File: src/rtl/axis_to_uart_tx.sv
// AXI-stream to UART transmitter: configurable word length, parity and stop bits, exact per-bit baud period.
// Define AXIS_TO_UART_CTS_EN to compile in CTS hardware flow control on ctsn_pin.
module axis_to_uart_tx #(
  parameter real CLOCK_FREQ = 133000000.0,
  parameter real BAUD_RATE  = 115200.0,
  parameter int  DATA_BITS  = 8,
  parameter int  PARITY     = 0,
  parameter int  STOP_BITS  = 1
) (
  input  logic                 clock,
  input  logic                 resetn,
  input  logic [DATA_BITS-1:0] idata,
  input  logic                 ivalid,
  output logic                 iready,
  output logic                 txd_pin,
  input  logic                 ctsn_pin,
  output logic                 busy
);

  localparam int BAUD_COUNT = int'(CLOCK_FREQ / BAUD_RATE);
  localparam int FRAME      = 1 + DATA_BITS + ((PARITY != 0) ? 1 : 0) + STOP_BITS;
  localparam int PAY_W      = FRAME - 1;
  localparam int BAUD_W     = $clog2(BAUD_COUNT);
  localparam int IDX_W      = $clog2(FRAME);

  localparam logic [BAUD_W-1:0] BAUD_LOAD = BAUD_W'(BAUD_COUNT - 1);
  localparam logic [IDX_W-1:0]  LAST_IDX  = IDX_W'(FRAME - 1);

  if (BAUD_COUNT < 2 || DATA_BITS < 5 || DATA_BITS > 9 ||
      PARITY < 0 || PARITY > 2 || STOP_BITS < 1 || STOP_BITS > 2) begin : g_param_err
    $fatal(1, "axis_to_uart_tx: illegal parameter value");
  end

  typedef enum logic {
    S_IDLE,
    S_SEND
  } state_e;

  state_e            state_q, state_d;
  logic [IDX_W-1:0]  bit_idx_q, bit_idx_d;
  logic [BAUD_W-1:0] baud_cnt_q, baud_cnt_d;
  logic [PAY_W-1:0]  shift_q, shift_d;
  logic              txd_q, txd_d;
  logic              busy_q, busy_d;
  logic              iready_q, iready_d;
  logic [PAY_W-1:0]  payload;
  logic              accept;
  logic              cts_ok;

`ifdef AXIS_TO_UART_CTS_EN
  logic cts_meta_q, cts_sync_q;

  // Both stages reset to "not clear", so nothing is accepted until the receiver asserts RTSn.
  always_ff @(posedge clock or negedge resetn) begin
    if (!resetn) begin
      cts_meta_q <= 1'b1;
      cts_sync_q <= 1'b1;
    end else begin
      cts_meta_q <= ctsn_pin;
      cts_sync_q <= cts_meta_q;
    end
  end

  assign cts_ok = ~cts_sync_q;
`else
  logic unused_ctsn;
  assign unused_ctsn = ctsn_pin;
  assign cts_ok      = 1'b1;
`endif

  // Everything after the start bit: data LSB first, optional parity, then stop bits (the 1s fill).
  always_comb begin
    payload                  = '1;
    payload[DATA_BITS-1:0]   = idata;
    if (PARITY == 1) begin
      payload[DATA_BITS] = ~(^idata);
    end else if (PARITY == 2) begin
      payload[DATA_BITS] = ^idata;
    end
  end

  assign accept = iready_q && ivalid;

  always_comb begin
    // NOTE: every signal gets a default before the case so no path leaves one unassigned (no latches).
    state_d    = state_q;
    bit_idx_d  = bit_idx_q;
    baud_cnt_d = baud_cnt_q;
    shift_d    = shift_q;
    txd_d      = txd_q;
    busy_d     = busy_q;

    case (state_q)
      S_IDLE: begin
        txd_d  = 1'b1;
        busy_d = 1'b0;
        if (accept) begin
          state_d    = S_SEND;
          bit_idx_d  = '0;
          baud_cnt_d = BAUD_LOAD;
          shift_d    = payload;
          txd_d      = 1'b0;
          busy_d     = 1'b1;
        end
      end
      S_SEND: begin
        if (baud_cnt_q != '0) begin
          baud_cnt_d = baud_cnt_q - 1'b1;
        end else if (bit_idx_q == LAST_IDX) begin
          state_d = S_IDLE;
          txd_d   = 1'b1;
          busy_d  = 1'b0;
        end else begin
          bit_idx_d  = bit_idx_q + 1'b1;
          baud_cnt_d = BAUD_LOAD;
          txd_d      = shift_q[0];
          shift_d    = {1'b1, shift_q[PAY_W-1:1]};
        end
      end
      default: state_d = S_IDLE;
    endcase

    // Ready is registered, so it is derived from where the FSM is going, not where it is.
    iready_d = (state_d == S_IDLE) && cts_ok;
  end

  always_ff @(posedge clock or negedge resetn) begin
    if (!resetn) begin
      state_q    <= S_IDLE;
      bit_idx_q  <= '0;
      baud_cnt_q <= '0;
      shift_q    <= '1;
      txd_q      <= 1'b1;
      busy_q     <= 1'b0;
      iready_q   <= 1'b0;
    end else begin
      // NOTE: non-blocking assignments so every flop samples the pre-edge values of the others.
      state_q    <= state_d;
      bit_idx_q  <= bit_idx_d;
      baud_cnt_q <= baud_cnt_d;
      shift_q    <= shift_d;
      txd_q      <= txd_d;
      busy_q     <= busy_d;
      iready_q   <= iready_d;
    end
  end

  assign txd_pin = txd_q;
  assign busy    = busy_q;
  assign iready  = iready_q;

endmodule

File: config.mk
export PLATFORM = sky130hd
export DESIGN_NAME = axis_to_uart_tx
export DESIGN_NICKNAME = d
export VERILOG_FILES = /design/src/rtl/axis_to_uart_tx.sv
export SDC_FILE = /design/constraint.sdc
export NUM_CORES = 1
export LEC_CHECK = 0
export CAP_MARGIN = 5
export CORE_ASPECT_RATIO = 1.25
export CORE_MARGIN = 2
export CORE_UTILIZATION = 60
export DETAILED_ROUTE_END_ITERATION = 8
export DONT_BUFFER_PORTS = 1
export PLACE_DENSITY_LB_ADDON = 0.08
export SLEW_MARGIN = 20
export SYNTH_ARGS = -nofsm -noshare
export SYNTH_HDL_FRONTEND = slang
export SYNTH_SLANG_ARGS = --single-unit
File: constraint.sdc
create_clock -name clock -period 5.2 [get_ports clock]
set_input_delay 0.78 -clock clock [delete_from_list [all_inputs] [get_ports clock]]
set_output_delay 0.78 -clock clock [all_outputs]
set_load 0.01 [all_outputs]
# == Word-level counts from Yosys, hierarchy flattened ==
# Index checks and enable logic that the tools add are counted.
# word_totals
word_cells,45
output_inout_bits,3
regBits,28
input_bits,12
# op_classes
n_mux,23
n_reduce_logical,5
eq_ne,6
addsub,2
n_bitwise,2
# ops
cell,count
11-bit 2-to-1 mux,3
9-bit 2-to-1 mux,3
11-bit case mux with 2 select lines,1
9-bit case mux with 2 select lines,1
4-bit 2-to-1 mux,3
11-bit nonzero test,1
"11-bit by 1-bit subtractor with 11-bit output, second input constant",1
1-bit 2-to-1 mux,8
4-bit case mux with 2 select lines,1
"2-bit inequality test, second input constant",3
1-bit case mux with 2 select lines,3
"4-bit by 1-bit adder with 4-bit output, second input constant",1
"4-bit equality test, second input constant",1
2-bit AND reduction,2
"3-bit inequality test, second input constant",1
3-bit AND reduction,1
"2-bit by 1-bit inequality test with 1-bit output, second input constant",1
1-bit inverter,2
1-bit logical AND,1

# == Logic depth before layout (Yosys ltp) ==
# depth
depth_word,5
ltp_mapped,7

# == Worst setup path after synthesis ==
# OpenSTA, ideal clock, no wires.
# synth_path
path_type,register -> register
startpoint,register baud_cnt_q[0]
endpoint,register baud_cnt_q[3]
required_time_ns,5.068
path_buffers,1
arrival_time_ns,1.672
setup_slack_ns,3.395
path_stages_with_launch,8
synth_period_minus_slack_ns,1.805
cell_sequence,dfrtp_1 inv_1 ha_1 or4b_4 o31ai_4 buf_6 nor4_2 mux2i_1
# synth_via
elab_chain_cells,3
# synth_lines
element,line,rtl
"start, declared",41,"logic [BAUD_W-1:0] baud_cnt_q, baud_cnt_d;"
"start signal, assigned",140,baud_cnt_q <= baud_cnt_d;
11-bit by 1-bit subtractor with 11-bit output or 11-bit nonzero test (tied branches),"108, 107",
11-bit 2-to-1 mux or 3-bit inequality test (tied branches),-,
11-bit case mux with 2 select lines or 2-bit AND reduction (tied branches),-,
# Parallel ways exist; a longest one is shown, timed or not.
# A chain may end at the register's enable or synchronous reset.

# == Worst setup path in the final report ==
# layout_path
startpoint,register baud_cnt_q[0]
endpoint,register bit_idx_q[3]
# layout_via
elab_chain_cells,3
# layout_lines
element,line,rtl
11-bit nonzero test,107,if (baud_cnt_q != '0) begin
2-bit inequality test (no line),-,
3-bit AND reduction (no line),-,
"end signal, assigned",139,bit_idx_q <= bit_idx_d;
"end, declared",40,"logic [IDX_W-1:0] bit_idx_q, bit_idx_d;"
# No other way between the ends.

==> flow_summary.toml <==
[run_status]
run_status = "finished, final reports clean"

[place]
detailed_place_hpwl_um = 1810
preCtsSetupSlack_ns = 2.88
port_buffers = 0
gp_congestion = 0.808

[layout]
area_growth_syn_to_fin_pct = 3.06
drive_above_1_share_pct = 17.8
antenna_cells = 0
layout.filler_cells = 194
nets = 146
most_frequent_standard_cell_in_the_layout_excluding_fill_and_tap_cells = "sky130_fd_sc_hd__dfrtp_1"
most-common-layout-cells = "18 x sky130_fd_sc_hd__dfrtp_1, 15 x sky130_fd_sc_hd__inv_1, 11 x sky130_fd_sc_hd__a21oi_1"

[route]
vias = 973
drt-wirelength-per-cell_um = 15.9
avgViaCountPerCell = 6.08
ant_nets = 0
drc = 0
drt_wl_total_um = 2550
detailedRoute.firstIterationViolations = 9
drt-pass1-iter-count = 4

[clocking]
tritoncts = "done"
post-cts-setup-buffer-count = 0
cts_hold_repair.buffers = 0
clk-insertion-delay-late_ns = 0.33
cts_max_level = 1
cts_buffers = 3
clock_tree.buffer_depth = 2
cts-root-buf = "sky130_fd_sc_hd__clkbuf_4"
post_cts_resized = 0
cts_num_sinks = 27
clk_pin_slew_worst_paths_ns = 0.14

[logic_synthesis]
yosys_warnings = 0
post_synth_inst_count = 129
post_synth_instance_area_um2 = 1390
seq_area_frac_synth_pct = 49.4
syn_area_per_cell_um2 = 10.8
synth_seq_cells = 27
yosysUniqueCellTypes = 38
synth.net_count = 145

[timing]
worst_pin_slew_ns = 0.975
post-route-period-util_pct = 44.5
report.final.slew_viol_count = 0
layout_min_cycle_time_ns = 2.31
hold_violations = 0
final.setup_skew_ns = 0.00284
worst_slew_margin_rel_pct = 34.2
final_critical_path_setup_slack_ns = 2.89
totalNegativeSetupSlack_ns = 0
setup_viol_count_final = 0
fin_hold_ws_ns = 0.116
achievable-frequency_ghz = 0.432
rsz_0062_raised_after_global_routing = "false"

[power_and_ir_drop]
p_leak_nw = 0.529
ratio_of_total_power_to_cell_area_nw_per_um2 = 210
max-vdd-ir-drop_mv = 0.216
total_power_uw = 302

[setup_path]
setup.worst_path.class = "register to register"
end_kind = "register"
critical_path_peak_fanout = 14
worst_ep_arrival_time_ns = 2.58
crit_path_top_delay_cell = "sky130_fd_sc_hd__nand4_1"
critPathBufInv = 1
crit_required_ns = 5.47
cpLargestDelayFamily = "simple AND/OR/NAND/NOR gates"
startpoint_type = "register"
crit_path_cell_trace = "inv_1, ha_1, nor4b_4, nand4_1, or3_1, a21oi_1"
critical-path-max-stage-delay_ns = 0.54

[global_route]
grt_antenna_before_repair = 0
globalRouteOverflowTotal = 0
grt_first_pass_wirelength_um = 4420
maximum_number_of_pins_on_one_net_before_global_route_repair = 28
vias_in_the_first_global_route = 987
grt_usage_pct = 22.6

[floorplanning]
floorplan.initialDensity_pct = 63.6
core_area_um2 = 2190
die_ar_um2 = 2720
placement_rows = 19
die_width_um = 47.1
die_height_um = 57.8
pin_count = 15

[job]
max_cap_violations = 0

[min_path]
timing.hold.worst.class = "primary input to asynchronous set/reset pin"
## cells in the mapped netlist
cell type / number / area share, %
sky130_fd_sc_hd__o22ai_1: 7 / 3.1
sky130_fd_sc_hd__nor3_2: 1 / 0.72
sky130_fd_sc_hd__a2111oi_4: 1 / 2.0
sky130_fd_sc_hd__o31ai_1: 3 / 1.6
sky130_fd_sc_hd__dfstp_2: 9 / 17
sky130_fd_sc_hd__and3b_1: 1 / 0.63
sky130_fd_sc_hd__or4_4: 1 / 0.81
sky130_fd_sc_hd__nand3b_1: 1 / 0.54
sky130_fd_sc_hd__nor2b_1: 1 / 0.45
sky130_fd_sc_hd__nand3_2: 2 / 1.4
sky130_fd_sc_hd__o21ai_1: 3 / 1.1
sky130_fd_sc_hd__o31ai_4: 1 / 1.5
sky130_fd_sc_hd__nor3b_1: 2 / 1.1
sky130_fd_sc_hd__nor4_1: 1 / 0.45
sky130_fd_sc_hd__o221a_1: 1 / 0.81
sky130_fd_sc_hd__a41oi_1: 2 / 1.3
sky130_fd_sc_hd__o211ai_1: 3 / 1.6
sky130_fd_sc_hd__nor4b_2: 1 / 1.1
sky130_fd_sc_hd__mux2i_1: 4 / 2.9
sky130_fd_sc_hd__nand2_1: 8 / 2.2
sky130_fd_sc_hd__ha_1: 4 / 3.6
sky130_fd_sc_hd__inv_1: 15 / 4.0
sky130_fd_sc_hd__nor4_2: 1 / 0.90
sky130_fd_sc_hd__nor2_1: 6 / 1.6
sky130_fd_sc_hd__nand4_1: 1 / 0.45
sky130_fd_sc_hd__o21ai_0: 2 / 0.72
sky130_fd_sc_hd__o41ai_1: 2 / 1.3
sky130_fd_sc_hd__or3_1: 4 / 1.8
sky130_fd_sc_hd__a21oi_1: 11 / 4.0
sky130_fd_sc_hd__or4b_4: 1 / 0.99
sky130_fd_sc_hd__buf_6: 1 / 0.81
sky130_fd_sc_hd__clkbuf_1: 3 / 0.81
sky130_fd_sc_hd__dfrtp_1: 18 / 32
sky130_fd_sc_hd__nor4b_4: 1 / 1.7
sky130_fd_sc_hd__nand2_2: 1 / 0.45
sky130_fd_sc_hd__or4_1: 1 / 0.54
sky130_fd_sc_hd__nand3_1: 3 / 1.1
sky130_fd_sc_hd__o311ai_1: 1 / 0.63
## worst reg2reg max path: stages, from the launching register on
cell,delay [ns]
sky130_fd_sc_hd__dfrtp_1,0.46
sky130_fd_sc_hd__inv_1,0.10
sky130_fd_sc_hd__ha_1,0.17
sky130_fd_sc_hd__nor4b_4,0.32
sky130_fd_sc_hd__nand4_1,0.54
sky130_fd_sc_hd__or3_1,0.53
sky130_fd_sc_hd__a21oi_1,0.14
## kinds of logic after synthesis
kind of cell | share of synthesized area, %
and+or+nand+nor | 18.9
AOI/OAI and AO/OA | 19.6
DFF | 49.4
buffers and inverters | 5.67
muxes | 2.88
adders and majority gates | 3.60
## layout make-up
| cell class | instances | area, um^2 | area share, % |
|---|---|---|---|
| tap | 31 | 38.8 | 2.71 |
| sequential | 27 | 687 | 47.9 |
| clock buffer | 4 | 26.3 | 1.83 |
| inverter | 15 | 56.3 | 3.93 |
| multi-input combinational | 83 | 626 | 43.6 |
## worst paths after layout
kind	start	to	slack, ns	depth (start not counted)
worst max-delay path	baud_cnt_q[0]	bit_idx_q[3]	2.89	6
worst min-delay path	resetn	baud_cnt_q[3]	0.12	0
worst max register to register	baud_cnt_q[0]	bit_idx_q[3]	2.89	6
worst min register to register	shift_q[1]	shift_q[1]	0.47	2
max in group asynchronous	resetn	shift_q[7]	4.91	0
min in group clock	shift_q[1]	shift_q[1]	0.47	2
## power breakdown
group	internal (mW)	switching [mW]	total, mW
Clock	0.0302	0.0610	0.0911
Combinational	0.0000119	0	0.0000122
Sequential	0.210	0	0.210
Total	0.241	0.0610	0.302
## stage by stage
step	std cells	util, %	instance area, um^2
finish	160	65.6	1430
CTS	160	65.6	1430
global placement	156	64.4	1410
detailed placement	156	64.4	1410
global route	160	65.6	1430
floorplan	129	-	1390
## state kept, by name, indices dropped and copies added, names as in the netlist
register    count
baud_cnt_q     11
shift_q         8
busy            1
state_q         1
iready          1
bit_idx_q       4
txd_pin         1
## routing by layer
layer | GRT usage (%) | wire, um | vias to the layer above
li1 | - | - | 477
met1 | 29.1 | 1130 | 476
met2 | 36.8 | 1290 | 15
met3 | 3.43 | 73 | 5
met4 | 9.52 | 54 | 0
met5 | 0 | 0 | -
No activity file was read; power rests on OpenSTA's default activity.
